### src/rtl/cc_line_rd_responder_if.sv
// ============================================================================
// cc_line_rd_responder_if
// ----------------------------------------------------------------------------
// Bundle of the AXI AR/R channel and the line-fetch handshake used by
// cc_line_rd_responder.
//   slave  modport : the responder (drives arready/R/line request)
//   master modport : the requester / environment side
// Signals:
//   arid_i/araddr_i/arlen_i/arsize_i/arburst_i/arvalid_i, arready_o : AR
//   rid_o/rdata_o/rresp_o/rlast_o/rvalid_o, rready_i                 : R
//   line_req_valid_o/line_req_addr_o, line_req_ready_i             : fetch req
//   line_rsp_valid_i/line_rsp_data_i                               : fetch rsp
// ============================================================================
interface cc_line_rd_responder_if #(
    parameter int ID_WIDTH   = 4,
    parameter int ADDR_WIDTH = 32
);
    logic [ID_WIDTH-1:0]   arid_i;
    logic [ADDR_WIDTH-1:0] araddr_i;
    logic [3:0]            arlen_i;
    logic [2:0]            arsize_i;
    logic [1:0]            arburst_i;
    logic                  arvalid_i;
    logic                  arready_o;
    logic [ID_WIDTH-1:0]   rid_o;
    logic [63:0]           rdata_o;
    logic [1:0]            rresp_o;
    logic                  rlast_o;
    logic                  rvalid_o;
    logic                  rready_i;
    logic                  line_req_valid_o;
    logic [ADDR_WIDTH-7:0] line_req_addr_o;
    logic                  line_req_ready_i;
    logic                  line_rsp_valid_i;
    logic [511:0]          line_rsp_data_i;

    modport slave (
        input  arid_i, araddr_i, arlen_i, arsize_i, arburst_i, arvalid_i,
        input  rready_i, line_req_ready_i, line_rsp_valid_i, line_rsp_data_i,
        output arready_o, rid_o, rdata_o, rresp_o, rlast_o, rvalid_o,
        output line_req_valid_o, line_req_addr_o
    );

    modport master (
        output arid_i, araddr_i, arlen_i, arsize_i, arburst_i, arvalid_i,
        output rready_i, line_req_ready_i, line_rsp_valid_i, line_rsp_data_i,
        input  arready_o, rid_o, rdata_o, rresp_o, rlast_o, rvalid_o,
        input  line_req_valid_o, line_req_addr_o
    );
endinterface

### src/rtl/cc_line_rd_responder.sv
// ============================================================================
// cc_line_rd_responder
// ----------------------------------------------------------------------------
// AXI read responder for 64 B cache lines. Accepts one AR request, fetches
// the line through the line-fetch handshake and returns it as 8 x 64-bit R
// beats in critical-word-first WRAP order. Unsupported requests (anything
// other than len 7 / size 8 B / WRAP) are answered with len+1 SLVERR beats
// and no fetch.
// Ports:
//   clk  : clock, rising edge
//   rst  : asynchronous active-high reset
//   bus  : cc_line_rd_responder_if.slave (AR, R, line request/response)
// Build option:
//   CC_LINE_RD_AR_BUF_EN : adds a one-entry AR buffer so a second request
//   can be accepted while a burst is in flight; bursts stay in AR order.
// All outputs are driven directly from registers.
// ============================================================================
module cc_line_rd_responder #(
    parameter int ID_WIDTH   = 4,
    parameter int ADDR_WIDTH = 32
) (
    input  logic                      clk,
    input  logic                      rst,
    cc_line_rd_responder_if.slave     bus
);
    localparam int LA_W = ADDR_WIDTH - 6;

    typedef enum logic [2:0] {
        ST_IDLE  = 3'd0,
        ST_FETCH = 3'd1,
        ST_WAIT  = 3'd2,
        ST_SEND  = 3'd3,
        ST_ERR   = 3'd4
    } state_t;

    function automatic logic req_supported(input logic [3:0] len,
                                           input logic [2:0] size,
                                           input logic [1:0] burst);
        return (len == 4'd7) && (size == 3'b011) && (burst == 2'b10);
    endfunction

    function automatic logic [63:0] word_sel(input logic [511:0] line,
                                             input logic [2:0]   idx);
        return line[{idx, 6'd0} +: 64];
    endfunction

    state_t              state_r, state_nxt_s;
    logic [ID_WIDTH-1:0] id_r, id_nxt_s;
    logic [3:0]          len_r, len_nxt_s;
    logic [2:0]          wptr_r, wptr_nxt_s;
    logic [3:0]          beat_r, beat_nxt_s;
    logic [511:0]        line_r, line_nxt_s;

    logic                arready_r, arready_nxt_s;
    logic                rvalid_r, rvalid_nxt_s;
    logic                rlast_r, rlast_nxt_s;
    logic [ID_WIDTH-1:0] rid_r, rid_nxt_s;
    logic [63:0]         rdata_r, rdata_nxt_s;
    logic [1:0]          rresp_r, rresp_nxt_s;
    logic                lrv_r, lrv_nxt_s;
    logic [LA_W-1:0]     lra_r, lra_nxt_s;

    logic                go_s;
    logic [ID_WIDTH-1:0] go_id_s;
    logic [LA_W-1:0]     go_laddr_s;
    logic [2:0]          go_word_s;
    logic [3:0]          go_len_s;
    logic                go_ok_s;

    logic                ar_hs_s;
    logic                r_hs_s;
    logic                unused_addr_s;

`ifdef CC_LINE_RD_AR_BUF_EN
    logic                take_buf_s;
    logic                buf_valid_r, buf_valid_nxt_s;
    logic [ID_WIDTH-1:0] buf_id_r, buf_id_nxt_s;
    logic [LA_W-1:0]     buf_laddr_r, buf_laddr_nxt_s;
    logic [2:0]          buf_word_r, buf_word_nxt_s;
    logic [3:0]          buf_len_r, buf_len_nxt_s;
    logic                buf_ok_r, buf_ok_nxt_s;
`endif

    assign ar_hs_s       = bus.arvalid_i && arready_r;
    assign r_hs_s        = rvalid_r && bus.rready_i;
    // Byte offset within a word does not affect a full-line response.
    assign unused_addr_s = ^bus.araddr_i[2:0];

    // FSM state register.
    always_ff @(posedge clk or posedge rst) begin
        if (rst) begin
            state_r <= ST_IDLE;
        end else begin
            state_r <= state_nxt_s;
        end
    end

    // Next-state, next-output and request-start decode.
    always_comb begin
        state_nxt_s   = state_r;
        id_nxt_s      = id_r;
        len_nxt_s     = len_r;
        wptr_nxt_s    = wptr_r;
        beat_nxt_s    = beat_r;
        line_nxt_s    = line_r;
        rvalid_nxt_s  = rvalid_r;
        rlast_nxt_s   = rlast_r;
        rid_nxt_s     = rid_r;
        rdata_nxt_s   = rdata_r;
        rresp_nxt_s   = rresp_r;
        lrv_nxt_s     = lrv_r;
        lra_nxt_s     = lra_r;
        arready_nxt_s = arready_r;
        go_s          = 1'b0;
        go_id_s       = bus.arid_i;
        go_laddr_s    = bus.araddr_i[ADDR_WIDTH-1:6];
        go_word_s     = bus.araddr_i[5:3];
        go_len_s      = bus.arlen_i;
        go_ok_s       = req_supported(bus.arlen_i, bus.arsize_i, bus.arburst_i);
`ifdef CC_LINE_RD_AR_BUF_EN
        take_buf_s      = 1'b0;
        buf_valid_nxt_s = buf_valid_r;
        buf_id_nxt_s    = buf_id_r;
        buf_laddr_nxt_s = buf_laddr_r;
        buf_word_nxt_s  = buf_word_r;
        buf_len_nxt_s   = buf_len_r;
        buf_ok_nxt_s    = buf_ok_r;
`endif

        case (state_r)
            ST_IDLE: begin
`ifdef CC_LINE_RD_AR_BUF_EN
                // A request buffered in the same cycle the last beat went out
                // is picked up here; arready is low while it is pending.
                if (buf_valid_r) begin
                    go_s       = 1'b1;
                    take_buf_s = 1'b1;
                end else if (ar_hs_s) begin
                    go_s = 1'b1;
                end else begin
                    go_s = 1'b0;
                end
`else
                if (ar_hs_s) begin
                    go_s = 1'b1;
                end else begin
                    go_s = 1'b0;
                end
`endif
            end
            ST_FETCH: begin
                if (lrv_r && bus.line_req_ready_i) begin
                    state_nxt_s = ST_WAIT;
                    lrv_nxt_s   = 1'b0;
                end else begin
                    lrv_nxt_s   = 1'b1;
                end
            end
            ST_WAIT: begin
                // First beat is taken straight from the incoming line so it
                // appears the cycle after the response pulse.
                if (bus.line_rsp_valid_i) begin
                    state_nxt_s  = ST_SEND;
                    line_nxt_s   = bus.line_rsp_data_i;
                    rvalid_nxt_s = 1'b1;
                    rlast_nxt_s  = 1'b0;
                    rid_nxt_s    = id_r;
                    rresp_nxt_s  = 2'b00;
                    rdata_nxt_s  = word_sel(bus.line_rsp_data_i, wptr_r);
                end else begin
                    state_nxt_s  = ST_WAIT;
                end
            end
            ST_SEND, ST_ERR: begin
                if (r_hs_s) begin
                    if (rlast_r) begin
                        state_nxt_s  = ST_IDLE;
                        rvalid_nxt_s = 1'b0;
                        rlast_nxt_s  = 1'b0;
`ifdef CC_LINE_RD_AR_BUF_EN
                        if (buf_valid_r) begin
                            go_s       = 1'b1;
                            take_buf_s = 1'b1;
                        end else begin
                            go_s       = 1'b0;
                        end
`endif
                    end else begin
                        wptr_nxt_s  = wptr_r + 3'd1;
                        beat_nxt_s  = beat_r + 4'd1;
                        rlast_nxt_s = ((beat_r + 4'd1) == len_r);
                        rdata_nxt_s = (state_r == ST_SEND) ?
                                      word_sel(line_r, wptr_r + 3'd1) : 64'd0;
                    end
                end else begin
                    rvalid_nxt_s = 1'b1;
                end
            end
            default: begin
                state_nxt_s  = ST_IDLE;
                rvalid_nxt_s = 1'b0;
                rlast_nxt_s  = 1'b0;
                lrv_nxt_s    = 1'b0;
            end
        endcase

`ifdef CC_LINE_RD_AR_BUF_EN
        if (take_buf_s) begin
            go_id_s         = buf_id_r;
            go_laddr_s      = buf_laddr_r;
            go_word_s       = buf_word_r;
            go_len_s        = buf_len_r;
            go_ok_s         = buf_ok_r;
            buf_valid_nxt_s = 1'b0;
        end else begin
            buf_valid_nxt_s = buf_valid_r;
        end
        // Requests accepted while busy are parked in the buffer.
        if (ar_hs_s && (state_r != ST_IDLE)) begin
            buf_valid_nxt_s = 1'b1;
            buf_id_nxt_s    = bus.arid_i;
            buf_laddr_nxt_s = bus.araddr_i[ADDR_WIDTH-1:6];
            buf_word_nxt_s  = bus.araddr_i[5:3];
            buf_len_nxt_s   = bus.arlen_i;
            buf_ok_nxt_s    = req_supported(bus.arlen_i, bus.arsize_i, bus.arburst_i);
        end else begin
            buf_ok_nxt_s    = buf_ok_nxt_s;
        end
`endif

        if (go_s) begin
            id_nxt_s   = go_id_s;
            len_nxt_s  = go_len_s;
            wptr_nxt_s = go_word_s;
            beat_nxt_s = 4'd0;
            if (go_ok_s) begin
                state_nxt_s  = ST_FETCH;
                lrv_nxt_s    = 1'b1;
                lra_nxt_s    = go_laddr_s;
                rvalid_nxt_s = 1'b0;
                rlast_nxt_s  = 1'b0;
            end else begin
                state_nxt_s  = ST_ERR;
                rvalid_nxt_s = 1'b1;
                rlast_nxt_s  = (go_len_s == 4'd0);
                rid_nxt_s    = go_id_s;
                rdata_nxt_s  = 64'd0;
                rresp_nxt_s  = 2'b10;
            end
        end else begin
            id_nxt_s = id_nxt_s;
        end

`ifdef CC_LINE_RD_AR_BUF_EN
        arready_nxt_s = !buf_valid_nxt_s;
`else
        arready_nxt_s = (state_nxt_s == ST_IDLE);
`endif
    end

    // Datapath and output registers.
    always_ff @(posedge clk or posedge rst) begin
        if (rst) begin
            id_r      <= '0;
            len_r     <= 4'd0;
            wptr_r    <= 3'd0;
            beat_r    <= 4'd0;
            line_r    <= 512'd0;
            arready_r <= 1'b1;
            rvalid_r  <= 1'b0;
            rlast_r   <= 1'b0;
            rid_r     <= '0;
            rdata_r   <= 64'd0;
            rresp_r   <= 2'b00;
            lrv_r     <= 1'b0;
            lra_r     <= '0;
        end else begin
            id_r      <= id_nxt_s;
            len_r     <= len_nxt_s;
            wptr_r    <= wptr_nxt_s;
            beat_r    <= beat_nxt_s;
            line_r    <= line_nxt_s;
            arready_r <= arready_nxt_s;
            rvalid_r  <= rvalid_nxt_s;
            rlast_r   <= rlast_nxt_s;
            rid_r     <= rid_nxt_s;
            rdata_r   <= rdata_nxt_s;
            rresp_r   <= rresp_nxt_s;
            lrv_r     <= lrv_nxt_s;
            lra_r     <= lra_nxt_s;
        end
    end

`ifdef CC_LINE_RD_AR_BUF_EN
    // One-entry AR buffer.
    always_ff @(posedge clk or posedge rst) begin
        if (rst) begin
            buf_valid_r <= 1'b0;
            buf_id_r    <= '0;
            buf_laddr_r <= '0;
            buf_word_r  <= 3'd0;
            buf_len_r   <= 4'd0;
            buf_ok_r    <= 1'b0;
        end else begin
            buf_valid_r <= buf_valid_nxt_s;
            buf_id_r    <= buf_id_nxt_s;
            buf_laddr_r <= buf_laddr_nxt_s;
            buf_word_r  <= buf_word_nxt_s;
            buf_len_r   <= buf_len_nxt_s;
            buf_ok_r    <= buf_ok_nxt_s;
        end
    end
`endif

    assign bus.arready_o        = arready_r;
    assign bus.rvalid_o         = rvalid_r;
    assign bus.rlast_o          = rlast_r;
    assign bus.rid_o            = rid_r;
    assign bus.rdata_o          = rdata_r;
    assign bus.rresp_o          = rresp_r;
    assign bus.line_req_valid_o = lrv_r;
    assign bus.line_req_addr_o  = lra_r;
endmodule

### src/flat_wrapper.sv
// flat-port wrapper written by rule: the top's interface ports become plain ports
module cc_line_rd_responder_flat 
#(
    parameter int ID_WIDTH   = 4,
    parameter int ADDR_WIDTH = 32
)
  (clk, rst, bus_arid_i, bus_araddr_i, bus_arlen_i, bus_arsize_i, bus_arburst_i, bus_arvalid_i, bus_rready_i, bus_line_req_ready_i, bus_line_rsp_valid_i, bus_line_rsp_data_i, bus_arready_o, bus_rid_o, bus_rdata_o, bus_rresp_o, bus_rlast_o, bus_rvalid_o, bus_line_req_valid_o, bus_line_req_addr_o);
  cc_line_rd_responder_if #(.ID_WIDTH(ID_WIDTH), .ADDR_WIDTH(ADDR_WIDTH)) bus_i ();
  input  logic clk;
  input  logic rst;
  input wire logic [$bits(bus_i.arid_i)-1:0] bus_arid_i;
  input wire logic [$bits(bus_i.araddr_i)-1:0] bus_araddr_i;
  input wire logic [$bits(bus_i.arlen_i)-1:0] bus_arlen_i;
  input wire logic [$bits(bus_i.arsize_i)-1:0] bus_arsize_i;
  input wire logic [$bits(bus_i.arburst_i)-1:0] bus_arburst_i;
  input wire logic [$bits(bus_i.arvalid_i)-1:0] bus_arvalid_i;
  input wire logic [$bits(bus_i.rready_i)-1:0] bus_rready_i;
  input wire logic [$bits(bus_i.line_req_ready_i)-1:0] bus_line_req_ready_i;
  input wire logic [$bits(bus_i.line_rsp_valid_i)-1:0] bus_line_rsp_valid_i;
  input wire logic [$bits(bus_i.line_rsp_data_i)-1:0] bus_line_rsp_data_i;
  output wire logic [$bits(bus_i.arready_o)-1:0] bus_arready_o;
  output wire logic [$bits(bus_i.rid_o)-1:0] bus_rid_o;
  output wire logic [$bits(bus_i.rdata_o)-1:0] bus_rdata_o;
  output wire logic [$bits(bus_i.rresp_o)-1:0] bus_rresp_o;
  output wire logic [$bits(bus_i.rlast_o)-1:0] bus_rlast_o;
  output wire logic [$bits(bus_i.rvalid_o)-1:0] bus_rvalid_o;
  output wire logic [$bits(bus_i.line_req_valid_o)-1:0] bus_line_req_valid_o;
  output wire logic [$bits(bus_i.line_req_addr_o)-1:0] bus_line_req_addr_o;
  assign bus_i.arid_i = bus_arid_i;
  assign bus_i.araddr_i = bus_araddr_i;
  assign bus_i.arlen_i = bus_arlen_i;
  assign bus_i.arsize_i = bus_arsize_i;
  assign bus_i.arburst_i = bus_arburst_i;
  assign bus_i.arvalid_i = bus_arvalid_i;
  assign bus_i.rready_i = bus_rready_i;
  assign bus_i.line_req_ready_i = bus_line_req_ready_i;
  assign bus_i.line_rsp_valid_i = bus_line_rsp_valid_i;
  assign bus_i.line_rsp_data_i = bus_line_rsp_data_i;
  assign bus_arready_o = bus_i.arready_o;
  assign bus_rid_o = bus_i.rid_o;
  assign bus_rdata_o = bus_i.rdata_o;
  assign bus_rresp_o = bus_i.rresp_o;
  assign bus_rlast_o = bus_i.rlast_o;
  assign bus_rvalid_o = bus_i.rvalid_o;
  assign bus_line_req_valid_o = bus_i.line_req_valid_o;
  assign bus_line_req_addr_o = bus_i.line_req_addr_o;
  cc_line_rd_responder #(.ID_WIDTH(ID_WIDTH), .ADDR_WIDTH(ADDR_WIDTH)) u_core (.clk(clk), .rst(rst), .bus(bus_i));
endmodule
### config.mk
export PLATFORM = sky130hd
export DESIGN_NAME = cc_line_rd_responder_flat
export DESIGN_NICKNAME = d
export VERILOG_FILES = /design/src/rtl/cc_line_rd_responder_if.sv /design/src/rtl/cc_line_rd_responder.sv /design/src/flat_wrapper.sv
export SDC_FILE = /design/constraint.sdc
export NUM_CORES = 2
export LEC_CHECK = 0
export ABC_AREA = 1
export CAP_MARGIN = 10
export CORE_AREA = 2 2 261 263
export CTS_BUF_LIST = sky130_fd_sc_hd__clkbuf_8
export CTS_CLUSTER_DIAMETER = 100
export DETAILED_ROUTE_END_ITERATION = 8
export DIE_AREA = 0 0 263 265
export MAX_ROUTING_LAYER = met4
export PLACE_DENSITY = 0.79
export SYNTH_ARGS = -nofsm -noshare
export SYNTH_HDL_FRONTEND = slang
export SYNTH_SLANG_ARGS = --single-unit
### constraint.sdc
create_clock -name clk -period 26.9 [get_ports clk]
set_input_delay 5.38 -clock clk [delete_from_list [all_inputs] [get_ports clk]]
set_output_delay 5.38 -clock clk [all_outputs]
set_load 0.02 [all_outputs]
==> flow_summary.toml <==
[status]
outcome = "finished clean"

[grt]
grt_pass1_vias = 35795
grt_start_max_net_pins = 254
antenna_found_initial = 23
grt_util_all_layers_pct = 37.02
grt_pass1_wl_mm = 196.5
grt.overflow.total = 0

[cells_and_area]
drive_gt1_share_pct = 3.989
finish.instance_area_sq_um = 45340
area_growth_pct = 24.20
nets = 6573
final_common_cell = "nand2_1"
final_cell_mix = "nand2_1 (2,058), inv_1 (1,039), nand3_1 (840)"
finish.utilization_pct = 67.88

[sta]
rsz0062_at_grt = "no"
slew_headroom_pct = 5.452
drv_slew = 0
timing.fmax_mhz = 94.73
period_minus_slack_ns = 10.56
final.period_utilization_pct = 39.24
fin_ws_ns = 16.34
hold_viol_final = 0
worstMarginPinSlew_ns = 1.418
clock_skew_ns = 0.03637
setup_viol = 0
tns_ns = 0

[clock_network]
numCtsBuffers = 109
clk_latency_ns = 0.73
cts_max_level = 3
cts_sinks = 630
cts-root-buf = "clkbuf_8"
max-clock-path-buffers = 3
cts_setup_buffers = 0
cts_tree = "yes"
cts_resized = 0
path_clk_slew_ns = 0.06
ctsHoldBuffers = 0

[logic_synthesis]
synth.avg_cell_area_sq_um = 6.568
syn_area_sq_um = 36510
synth_edf_count = 0
synth_fp_nets = 6124
dominantRegCellSynth = "dfrtp_1"
synth-seq-cells = 630
syn-instance-count = 5559
ys_seq_area_share_pct = 43.18
async_flop_share_pct = 100.0
netlist-cell-type-count = 30
yosys_warnings = 0

[pwr]
p_leak_nw = 23.17
p_seq_share_pct = 29.1
p_sw_mw = 1.638
vdd_drop_max_mv = 0.1373
internal_power_mw = 1.910
p_clk_share_pct = 24.9
swShare_pct = 46.16
power.density_nw_per_um2 = 78.26
comb_power_share_pct = 46.0

[critical_path]
critPathKind = "in2reg"
cp.required_ns = 27.46
startpoint_type = "input pin"
worstPathMaxFanout = 128
worstSetupEndpointType = "flip-flop"
cp_data_arrival_time_ns = 11.11

[hold_path]
hp-class = "reg2reg"

[place]
post-place-ws_ns = 15.84
io_buffers = 659
dp_hpwl_mm = 80.05
place_area_sq_um = 43110
routabilityCongestion = 0.8970

[routing]
routed_wl_mm = 127.3
dr.pass1.iters = 8
avgRoutedWirePerCell_um = 18.22
drc = 0
drt-initial-drc-count = 4807
vias = 37644
avgViaCountPerCell = 5.387
ant_nets = 0

[floorplan]
ios = 663
die-area_sq_um = 69700
die_h_um = 265
die_w_um = 263
core_sq_um = 66800
rows = 95
start_util_pct = 54.65

[run]
drv_cap = 0
## cells by family after synthesis
family | share of synthesized area (%)
xor+xnor | 0.1679
flops | 43.18
fa+ha+maj | 0.06853
buf+inv | 14.55
simple gates | 33.04
compound gates | 8.989
## critical path: stages
cell and delay, ns:
clkdlybuf4s50_1 0.51, nand2_8 0.46, buf_4 0.86, buf_4 0.65
buf_4 0.93, buf_4 0.91, buf_4 0.87, o21ai_0 0.20
## final timing paths
| check | slack (ns) | from | cells past startpoint | to |
|---|---|---|---|---|
| setup / recovery | 16.34 | bus_line_rsp_valid_i | 8 | u_core.line_r[104] |
| hold / removal | 0.48 | u_core.bus.line_req_addr_o[25] | 2 | u_core.bus.line_req_addr_o[25] |
| setup reg to reg | 20.79 | u_core.state_r[2] | 10 | u_core.line_r[104] |
| hold reg to reg | 0.48 | u_core.bus.line_req_addr_o[25] | 2 | u_core.bus.line_req_addr_o[25] |
| max in group asynchronous | 18.59 | rst | 5 | u_core.line_r[8] |
| min in group asynchronous | 5.26 | rst | 2 | u_core.bus.line_req_addr_o[23] |
## cell usage after synthesis, types with 2 or more instances
master,n,area [sq um]
xor2_1,5,43.79
buf_1,25,93.84
dfrtp_1,629,15740
inv_1,1004,3769
a21oi_1,73,365.4
nand3_1,840,4204
o22ai_1,2,12.51
o21ai_0,520,2603
a22o_1,2,17.52
nor2_2,2,12.51
nor3_1,3,15.01
buf_6,6,67.56
clkbuf_1,219,822.0
xnor2_1,2,17.52
buf_4,2,15.01
inv_2,4,15.01
ha_1,2,25.02
a31oi_1,5,31.28
nand2_1,2060,7732
buf_2,106,530.5
nor2_1,14,52.55
o21ai_2,26,227.7
## cell type report
type                       count  area [sq um]
multi-input combinational   3563         15500
antenna                       23         57.56
inverter                    1008          3811
timing repair buffer         696          6924
sequential                   630         15780
fill                        5904         21460
clock inverter                58         292.8
clock buffer                 137          1886
tap                          873          1092
## power by group through the flow
stage / registers, mW / clock network [mW] / logic, mW
2_1_floorplan: 1.00 / 0 / 1.05
3_3_place_gp: 1.05 / 0 / 1.58
3_5_place_dp: 1.05 / 0 / 1.59
4_1_cts: 1.03 / 0.887 / 1.60
5_1_grt: 1.04 / 0.931 / 1.75
6_report: 1.03 / 0.882 / 1.63
## flip-flops by register name, summed over array words and instances, names as in the netlist, 4 cells and up
| name | count |
|---|---|
| u_core.beat_r | 4 |
| u_core.bus.line_req_addr_o | 26 |
| u_core.bus.rdata_o | 64 |
| u_core.bus.rid_o | 4 |
| u_core.id_r | 4 |
| u_core.len_r | 4 |
| u_core.line_r | 512 |
## metal layers
metal  up-vias  GRT usage [%]  share of wire [%]
met2      2069          57.06                 46
li1      17869              -                  -
met5         -              -                  0
met1     17293          46.04                 38
met4         0          20.65                5.5
met3       413          7.125                9.9
## stage by stage
stage,total power [mW],hold WS (ns),instances
after floorplan,2.050,0.4422,5559
after global placement,2.628,0.4554,6770
after detailed placement,2.641,0.4658,6770
after CTS,3.519,0.4810,6965
after global routing,3.714,0.4932,6988
final,3.549,0.4806,6988
Note: power is estimated with default switching activity, not from simulation.
